[src/rtl/bullet_frame_scheduler_pkg.sv]
// rtl/bullet_frame_scheduler_pkg.sv - shared encodings for the bullet frame scheduler
package bullet_frame_scheduler_pkg;

  localparam logic [1:0] GRANT_RENDER = 2'd0;
  localparam logic [1:0] GRANT_CLEAN  = 2'd1;
  localparam logic [1:0] GRANT_INSERT = 2'd2;
  localparam logic [1:0] GRANT_MOVE   = 2'd3;

  typedef enum logic [2:0] {
    ST_RENDER = 3'd0,
    ST_CLEAN  = 3'd1,
    ST_INSERT = 3'd2,
    ST_MOVE   = 3'd3,
    ST_IDLE   = 3'd4
  } state_t;

  // Bullet word: valid in bit 0, x above it, y on top.
  localparam int BULLET_W = 24;
  localparam int BW_VALID = 0;
  localparam int BW_X_LSB = 1;
  localparam int BW_X_MSB = 12;
  localparam int BW_Y_LSB = 13;
  localparam int BW_Y_MSB = 23;

  localparam int WD_W = 13;

  function automatic logic [BULLET_W-1:0] pack_bullet(input logic [11:0] x,
                                                      input logic [10:0] y);
    logic [BULLET_W-1:0] w;
    w                   = '0;
    w[BW_VALID]         = 1'b1;
    w[BW_X_MSB:BW_X_LSB] = x;
    w[BW_Y_MSB:BW_Y_LSB] = y;
    return w;
  endfunction

  function automatic logic [1:0] grant_of(input state_t s);
    case (s)
      ST_CLEAN:  return GRANT_CLEAN;
      ST_INSERT: return GRANT_INSERT;
      ST_MOVE:   return GRANT_MOVE;
      default:   return GRANT_RENDER;
    endcase
  endfunction

  function automatic logic is_phase(input state_t s);
    return (s == ST_CLEAN) || (s == ST_INSERT) || (s == ST_MOVE);
  endfunction

endpackage

[src/rtl/bullet_frame_scheduler_fire_latch.sv]
// rtl/bullet_frame_scheduler_fire_latch.sv - fire edge capture, pending shot and drop counter
module bullet_frame_scheduler_fire_latch
  import bullet_frame_scheduler_pkg::*;
#(
  parameter int DROP_W = 8
) (
  input  logic                clock,
  input  logic                reset,
  input  logic                fire,
  input  logic [11:0]         x_axis,
  input  logic [10:0]         y_axis,
  input  logic                consume,
  output logic                fire_valid,
  output logic [BULLET_W-1:0] fire_data,
  output logic [DROP_W-1:0]   dropped
);

  logic                fire_prev_q, fire_prev_d;
  logic                valid_q, valid_d;
  logic [BULLET_W-1:0] data_q, data_d;
  logic [DROP_W-1:0]   drop_q, drop_d;
  logic                fall;

  always_comb begin
    fall        = fire_prev_q & ~fire;
    fire_prev_d = fire;
    valid_d     = valid_q;
    data_d      = data_q;
    drop_d      = drop_q;
    // A shot arriving as the pending one is consumed becomes the new pending shot.
    if (consume) begin
      valid_d = fall;
      if (fall) data_d = pack_bullet(x_axis, y_axis);
    end else if (fall) begin
      if (!valid_q) begin
        valid_d = 1'b1;
        data_d  = pack_bullet(x_axis, y_axis);
      end else if (!(&drop_q)) begin
        drop_d = drop_q + DROP_W'(1);
      end
    end
  end

  always_ff @(posedge clock) begin
    if (reset) begin
      fire_prev_q <= 1'b0;
      valid_q     <= 1'b0;
      data_q      <= '0;
      drop_q      <= '0;
    end else begin
      fire_prev_q <= fire_prev_d;
      valid_q     <= valid_d;
      data_q      <= data_d;
      drop_q      <= drop_d;
    end
  end

  assign fire_valid = valid_q;
  assign fire_data  = data_q;
  assign dropped    = drop_q;

endmodule

[src/rtl/bullet_frame_scheduler.sv]
// rtl/bullet_frame_scheduler.sv - vblank update sequencer and bullet memory port arbiter
module bullet_frame_scheduler
  import bullet_frame_scheduler_pkg::*;
#(
  parameter int TIMEOUT = 4096,
  parameter int DROP_W  = 8
) (
  input  logic              clock,
  input  logic              reset,
  input  logic              frame_start,
  input  logic              vblank,
  input  logic              fire,
  input  logic [11:0]       x_axis,
  input  logic [10:0]       y_axis,
  input  logic              done_clean,
  input  logic              done_insert,
  input  logic              done_move,
  output logic              start_clean,
  output logic              start_insert,
  output logic              start_move,
  output logic [1:0]        grant,
  output logic              calc,
  output logic              fire_valid,
  output logic [23:0]       fire_data,
  output logic              overrun,
  output logic [DROP_W-1:0] dropped
);

  localparam logic [WD_W-1:0] WD_LAST = WD_W'(TIMEOUT - 1);

  state_t          state_q, state_d;
  logic [WD_W-1:0] wd_q, wd_d;
  logic [1:0]      grant_q, grant_d;
  logic            calc_q, calc_d;
  logic            overrun_q, overrun_d;
  logic            start_clean_q, start_clean_d;
  logic            start_insert_q, start_insert_d;
  logic            start_move_q, start_move_d;
  logic            consume;
  logic            wd_hit;

  bullet_frame_scheduler_fire_latch #(
    .DROP_W (DROP_W)
  ) u_fire_latch (
    .clock      (clock),
    .reset      (reset),
    .fire       (fire),
    .x_axis     (x_axis),
    .y_axis     (y_axis),
    .consume    (consume),
    .fire_valid (fire_valid),
    .fire_data  (fire_data),
    .dropped    (dropped)
  );

  always_comb begin
    state_d   = state_q;
    overrun_d = overrun_q;
    consume   = 1'b0;
    wd_hit    = (wd_q == WD_LAST);
    // Losing vblank mid-update beats a done pulse; a done beats the watchdog.
    case (state_q)
      ST_RENDER: begin
        if (frame_start && vblank) state_d = ST_CLEAN;
      end
      ST_CLEAN: begin
        if (!vblank) begin
          state_d   = ST_RENDER;
          overrun_d = 1'b1;
        end else if (done_clean) begin
          state_d = fire_valid ? ST_INSERT : ST_MOVE;
        end else if (wd_hit) begin
          state_d   = ST_IDLE;
          overrun_d = 1'b1;
        end
      end
      ST_INSERT: begin
        if (!vblank) begin
          state_d   = ST_RENDER;
          overrun_d = 1'b1;
        end else if (done_insert) begin
          state_d = ST_MOVE;
          consume = 1'b1;
        end else if (wd_hit) begin
          state_d   = ST_IDLE;
          overrun_d = 1'b1;
        end
      end
      ST_MOVE: begin
        if (!vblank) begin
          state_d   = ST_RENDER;
          overrun_d = 1'b1;
        end else if (done_move) begin
          state_d = ST_IDLE;
        end else if (wd_hit) begin
          state_d   = ST_IDLE;
          overrun_d = 1'b1;
        end
      end
      ST_IDLE: begin
        if (!vblank) state_d = ST_RENDER;
      end
      default: state_d = ST_RENDER;
    endcase

    // Registered outputs are computed from the next state so they line up with it.
    grant_d        = grant_of(state_d);
    calc_d         = (state_d != ST_RENDER);
    start_clean_d  = (state_d == ST_CLEAN)  && (state_q != ST_CLEAN);
    start_insert_d = (state_d == ST_INSERT) && (state_q != ST_INSERT);
    start_move_d   = (state_d == ST_MOVE)   && (state_q != ST_MOVE);
    wd_d           = ((state_d != state_q) || !is_phase(state_q)) ? '0 : wd_q + WD_W'(1);
  end

  always_ff @(posedge clock) begin
    if (reset) begin
      state_q        <= ST_RENDER;
      wd_q           <= '0;
      grant_q        <= GRANT_RENDER;
      calc_q         <= 1'b0;
      overrun_q      <= 1'b0;
      start_clean_q  <= 1'b0;
      start_insert_q <= 1'b0;
      start_move_q   <= 1'b0;
    end else begin
      state_q        <= state_d;
      wd_q           <= wd_d;
      grant_q        <= grant_d;
      calc_q         <= calc_d;
      overrun_q      <= overrun_d;
      start_clean_q  <= start_clean_d;
      start_insert_q <= start_insert_d;
      start_move_q   <= start_move_d;
    end
  end

  assign grant        = grant_q;
  assign calc         = calc_q;
  assign overrun      = overrun_q;
  assign start_clean  = start_clean_q;
  assign start_insert = start_insert_q;
  assign start_move   = start_move_q;

endmodule

[config.mk]
export PLATFORM = sky130hd
export DESIGN_NAME = bullet_frame_scheduler
export DESIGN_NICKNAME = d
export VERILOG_FILES = /design/src/rtl/bullet_frame_scheduler_pkg.sv /design/src/rtl/bullet_frame_scheduler_fire_latch.sv /design/src/rtl/bullet_frame_scheduler.sv
export SDC_FILE = /design/constraint.sdc
export NUM_CORES = 1
export LEC_CHECK = 0
export CAP_MARGIN = 20
export CORE_UTILIZATION = 42
export DETAILED_ROUTE_END_ITERATION = 16
export GPL_ROUTABILITY_DRIVEN = 0
export PLACE_DENSITY = 0.74
export SLEW_MARGIN = 25
export SYNTH_ARGS = -nofsm -noshare
export SYNTH_HDL_FRONTEND = slang
export SYNTH_SLANG_ARGS = --single-unit
[constraint.sdc]
create_clock -name clock -period 1.9 [get_ports clock]
set_clock_uncertainty 0.05 [all_clocks]
set_input_delay 0.19 -clock clock [delete_from_list [all_inputs] [get_ports clock]]
set_output_delay 0.19 -clock clock [all_outputs]
set_load 0.01 [all_outputs]
; ---- Word-level counts from Yosys, hierarchy flattened
; Index checks and enable logic that the tools add are counted.
[totals]
input_bits = 31
wordCells = 80
ff_bits = 57
[classes]
n_eq_ne = 16
n_reduce_logical = 17
bitwise_logic = 4
muxes = 29
add_sub_neg = 2
[ops]
columns = op, n
row1 = 24-bit two-way mux, 4
row2 = 3-bit two-way mux, 9
row3 = 3-bit one-hot mux with 5 select lines, 1
row4 = "13-bit by 1-bit adder with 13-bit output, second input constant", 1
row5 = "13-bit by 12-bit equality test with 1-bit output, second input constant", 1
row6 = 1-bit two-way mux, 13
row7 = "3-bit by 2-bit equality test with 1-bit output, second input constant", 4
row8 = "3-bit != test, second input constant", 3
row9 = "8-bit by 1-bit adder with 8-bit output, second input constant", 1
row10 = 4-bit AND reduction, 2
row11 = 8-bit AND reduction, 1
row12 = "3-bit by 1-bit equality test with 1-bit output, second input constant", 2
row13 = "3-bit by 2-bit != test with 1-bit output, second input constant", 2
row14 = 2-bit one-hot mux with 3 select lines, 1
row15 = 3-bit nonzero test, 2
row16 = 1-bit logical AND, 4
row17 = "3-bit equality test, second input constant", 1
row18 = 3-bit logical NOT, 1
row19 = 1-bit logical OR, 3
row20 = "3-bit by 1-bit != test with 1-bit output, second input constant", 1
row21 = 3-bit != test, 1
row22 = 1-bit NOT, 3
row23 = 1-bit one-hot mux with 3 select lines, 1
row24 = "2-bit != test, second input constant", 1
row25 = 5 further kinds, 5

; ---- Longest topological paths before layout
[depth]
ltp_word = 8
depth_mapped = 9
ltp_nobuf = 7

; ---- Cells and area by module
; Synthesis repeated with hierarchy kept, for this count alone.
[hier_totals]
hier_cells = 288
area_unflattened_um2 = 2513.7
[modules_own_cells]
columns = module, seq_area_each_um2, instances, cells_each, area_per_inst_um2
row1 = bullet_frame_scheduler_fire_latch, 680.7, 1, 151, 1276.2
row2 = bullet_frame_scheduler, 460.4, 1, 137, 1237.4

; ---- Worst setup path after synthesis
; Ideal clock, no wire load.
[synth_path]
path_type = register to register
startpoint = register state_q[2]
endpoint = register wd_q[5]
path_stages_with_launch = 9
required_time_ps = 1788
period_less_slack_ps = 1900
n_path_buf = 3
arrival_ps = 1788
path_slack_ps = 0
path_cell_list = dfxtp_1 > buf_6 > nand2b_4 > buf_6 > o32a_4 > a2111oi_4 > o311ai_2 > buf_6 > nor2_2
[synth_between]
elab_chain_cells = 7
word_cells_on_any_way = 21
cone_classes = 5 x eq/ne / 10 x mux / 6 x reduce/logical
[synth_lines]
columns = element, line
row1 = "start, declared", bullet_frame_scheduler.sv:31  ; state_t state_q, state_d;
row2 = "start signal, assigned", bullet_frame_scheduler.sv:126  ; state_q <= state_d;
row3 = 3-bit two-way mux, "bullet_frame_scheduler.sv:72, bullet_frame_scheduler.sv:84, bullet_frame_scheduler.sv:95"
row4 = 3-bit two-way mux (on tied branches), "bullet_frame_scheduler.sv:93, bullet_frame_scheduler.sv:70, bullet_frame_scheduler.sv:81"
row5 = 3-bit two-way mux (on tied branches), "bullet_frame_scheduler.sv:90, bullet_frame_scheduler.sv:67, bullet_frame_scheduler.sv:78"
row6 = 3-bit one-hot mux with 5 select lines, bullet_frame_scheduler.sv:62  ; case (state_q)
row7 = 3-bit != test, bullet_frame_scheduler.sv:112  ; wd_d = ((state_d != state_q) || !is_phase(state_q)) ? '0 : wd_q + WD_W'(1);
row8 = 1-bit logical OR (*), bullet_frame_scheduler.sv:112
row9 = 2-bit OR reduction (no source line) (*), -
row10 = "end signal, assigned", bullet_frame_scheduler.sv:127  ; wd_q <= wd_d;
row11 = "end, declared", bullet_frame_scheduler.sv:32  ; logic [WD_W-1:0] wd_q, wd_d;
; Mark *: on every way between the ends. The rest lies on a longest branch, timed or not.
; A chain may end at the register's enable or synchronous reset.

; ---- Worst setup path in the final report
[layout_path]
startpoint = register wd_q[0]
endpoint = register start_insert_q (netlist: start_insert)
[layout_between]
elab_chain_cells = 7
word_cells_on_any_way = 11
cone_classes = 2 x eq/ne / 8 x mux / 1 x reduce/logical
[layout_lines]
columns = element, line
row1 = 13-bit by 12-bit equality test with 1-bit output (*), bullet_frame_scheduler.sv:60  ; wd_hit = (wd_q == WD_LAST);
row2 = 3-bit two-way mux (*), "bullet_frame_scheduler.sv:72, bullet_frame_scheduler.sv:84, bullet_frame_scheduler.sv:95"
row3 = 3-bit two-way mux (on tied branches), "bullet_frame_scheduler.sv:93, bullet_frame_scheduler.sv:70, bullet_frame_scheduler.sv:81"
row4 = 3-bit two-way mux (on tied branches), "bullet_frame_scheduler.sv:90, bullet_frame_scheduler.sv:67, bullet_frame_scheduler.sv:78"
row5 = 3-bit one-hot mux with 5 select lines (*), bullet_frame_scheduler.sv:62
row6 = 3-bit by 2-bit equality test with 1-bit output (*), bullet_frame_scheduler.sv:110  ; start_insert_d = (state_d == ST_INSERT) && (state_q != ST_INSERT);
row7 = 1-bit logical AND (*), bullet_frame_scheduler.sv:110
row8 = "end signal, assigned", bullet_frame_scheduler.sv:132  ; start_insert_q <= start_insert_d;
row9 = "end, declared", bullet_frame_scheduler.sv:37  ; logic start_insert_q, start_insert_d;
; Marks and branches as above.

==> impl_results.md <==
- Area after DPL: roughly 3300 sq um
- Most frequent cells in the layout: clkdlybuf4s50_1 (70), nand2_1 (57), dfxtp_1 (54)
- Chip height: between 70 and 80 um
- Antenna Nets Post-Route: 0
- Most common cell after layout, fill and taps aside: clkdlybuf4s50_1
- Drt initial violations: 51
- Core area: between 5000 and 6000 sq um
- Synth top area share: a little under half
- Bufs and invs on worst path: 1
- Delay of the slowest cell on the worst path: about 0.42 ns
- Slowest-stage cell, CP: or3_4
- Highest Clock Rate: between 500 and 600 MHz
- Crit-path cells: ha_1 > and4_1 > nand4_1 > a21oi_1 > or3_4 > inv_1 > o311a_2
- YS warnings: 0
- Antenna cells: 0
- Data required, critical path: approximately 2.1 ns
- Layout overhead on the synthesized area: 49.06%
- Synth Instances: between 200 and 300
- Clk Latency, worst-skew pair: 0.32 ns
- Tot Pwr: 2.750 mW
- Cts-stage hold buffer count: 0
- M3 GR Usage: under 10%
- Detailed Place HPWL: ~3.8 mm
- Row count: 27
- Unrepaired setup endpoints after global routing: true
- Synthesized area: between 2000 and 2500 sq um
- Placed cells: between 400 and 500
- Total Neg Setup Slack: 0 ns
- CTS Buffer Depth: 2
- Crit end category: register
- First-pass DRT Iterations: 4
- Number of I/O port buffers: 70
- First-pass GRT wire length: approximately 9 mm
- Design area: approximately 3600 sq um
- Mean Syn Cell Area: roughly 8.7 sq um
- Final setup vio count: 0
- Arrival time of the worst setup path: around 2 ns
- Largest cells by area after synthesis: dfxtp_1 (48%), nand2_1 (8.9%), a21oi_1 (6.5%)
- TritonCTS Buffers: 9
- Lkg Pwr: ~1.3 nW
- CTS Root Cell: clkbuf_8
- CTS tree: done
- Asr flop ratio synth: 0%
- GRT overflow: 0
- M2 GR Usage: between 30% and 40%
- I/O pin cnt: 71
- Critical path type: register to register
- Clock tree sinks: 57
- Full die area: about 6000 sq um
- Critical-path maximum fanout: 5
- Yosys reg bits: 57
- Initial antenna violation count: 0
- Max_slew headroom: approximately 73%
- Final #Nets: between 400 and 500
- Number of synthesized flops with an enable pin: 0
- Busiest layer in global routing: met2
- Final Non-Filler Cells: 447
- Peak supply drop: 0.4648 mV
- Fin util: ~65%
- Fin crit share: a little over nine tenths
- Final hold viol count: 0
- Average vias per placed instance: approximately 4.8
- Worst slew pin tran: between 0.4 and 0.5 ns
- CP startpoint kind: register
- Status: finished clean
- Fraction of layout cells with a size suffix above 1: 18.13%
- Hold WS: about 0.36 ns
- Via count: roughly 2200
- Largest net degree at the start of global routing: 40
- Pre-CTS WS: -0.1946 ns
- Residual DRC: 0
- Synth unique cells: 45
- Routed wire length: about 5.4 mm
- Power Dens Cells: approximately 770 nW/um^2
- Top_reg_cell synth: dfxtp_1
- Max-cap violations: 0
- Grt met1 use: 22.97%
- Drt wl/cell: 12.10 um
- Dominant cell type by area after synthesis: dfxtp_1
- Top Family by Delay on Critical Path: simple AND/OR/NAND/NOR gates
- Sequential fraction of the synthesis area: between 40% and 50%
- Final Worst Setup Slack: around 0.054 ns
- Die Wd: 77.63 um
- GRT Util Overall: between 10% and 20%
- Initial Utilization: between 40 and 50%
- Post CTS Setup Buffer Count: 0
- Min Tclk post-route: between 1.5 and 2 ns
- Hold crit path type: input port to register
- Clock-pin transition on the worst setup and hold timing paths: 0.06 ns
- Synth Net Count: a little over 300
- H-tree levels: 3
- Max-slew violation count: 0
- Vias in the first global route: 2053
-- worst paths after layout --
kind / slack, ns / to / cells past startpoint / startpoint
worst max-delay path: 0.05 / start_insert$_SDFF_PP0_ / 7 / wd_q[0]$_SDFF_PP0_
worst min-delay path: 0.36 / u_fire_latch.fire_data[16]$_SDFFE_PP0P_ / 3 / y_axis[3]
worst max register to register: 0.05 / start_insert$_SDFF_PP0_ / 7 / wd_q[0]$_SDFF_PP0_
worst min register to register: 0.37 / wd_q[0]$_SDFF_PP0_ / 1 / wd_q[0]$_SDFF_PP0_
-- cell usage after synthesis (2+ instances only) --
library cell / n
nor2b_1: 5
inv_1: 7
nand4_1: 3
xor2_1: 5
nor4_1: 3
and2_1: 2
ha_1: 2
and3_1: 3
dfxtp_1: 57
xnor2_1: 12
a21oi_1: 31
nand3_1: 7
o311a_2: 2
clkbuf_1: 8
a31oi_1: 2
nor2_1: 20
nand2b_1: 3
buf_2: 2
buf_6: 4
nor2_2: 10
o21ai_0: 3
nor3_1: 6
nand3b_1: 2
nand2_1: 57
-- per-layer routing --
metal / wire length, um / share of wire (%)
met2: 2479 / 46
met1: 2512 / 46
met3: 376 / 7.0
met4: 42 / 0.78
met5: 0 / 0
-- worst register-to-register path, delay by kind of cell (launching register included) --
family / cells / cell delay [ns]
buffers and inverters: 1 / 0.09
AOI/OAI and AO/OA: 2 / 0.28
and+or+nand+nor: 3 / 0.84
DFF: 1 / 0.33
adders and majority gates: 1 / 0.20
-- flip-flops by register name, summed over array words and instances (netlist names) --
register,flops
start_move,1
calc,1
wd_q,13
grant,2
start_clean,1
overrun,1
state_q,3
start_insert,1
u_fire_latch.dropped,8
u_fire_latch.fire_valid,1
u_fire_latch.fire_data,24
u_fire_latch.fire_prev_q,1
-- repair_timing --
action	CTS	global route
gates resized for setup	3	7
hold endpoints to repair	0	0
pin swaps	1	1
endpoints found under the setup margin	26	24
-- area by class of cell --
cell class              instances  area [sq um]
clock buffers                  11         151.4
multi-input cells             198          1162
clock inverters                 5         77.57
flip-flops and latches         57          1150
well taps                      72         90.09
repair buffers                 97         923.4
fillers                       461          1926
inverters                       7         26.28
-- cells by family (layout without fill, tap and decap cells) --
family | count (synthesis) | after routing | synth area share, %
flip-flops | 57 | 57 | 47.50
XOR/XNOR | 17 | 17 | 6.198
buffers and inverters | 22 | 120 | 4.948
adder cells (fa/ha/maj) | 2 | 2 | 1.042
AND/OR/NAND/NOR | 129 | 129 | 25.83
multiplexers | 1 | 1 | 0.4167
AO/OA/AOI/OAI | 49 | 49 | 14.06
-- power by group --
| part | switching, mW | total [mW] | internal (mW) | leakage [nW] |
|---|---|---|---|---|
| clock | 0.459 | 1.26 | 0.805 | 0.115 |
| combinational | 0.108 | 0.254 | 0.146 | 0.701 |
| sequential | 0.0135 | 1.23 | 1.22 | 0.464 |
(Power assumes the default switching activity.)
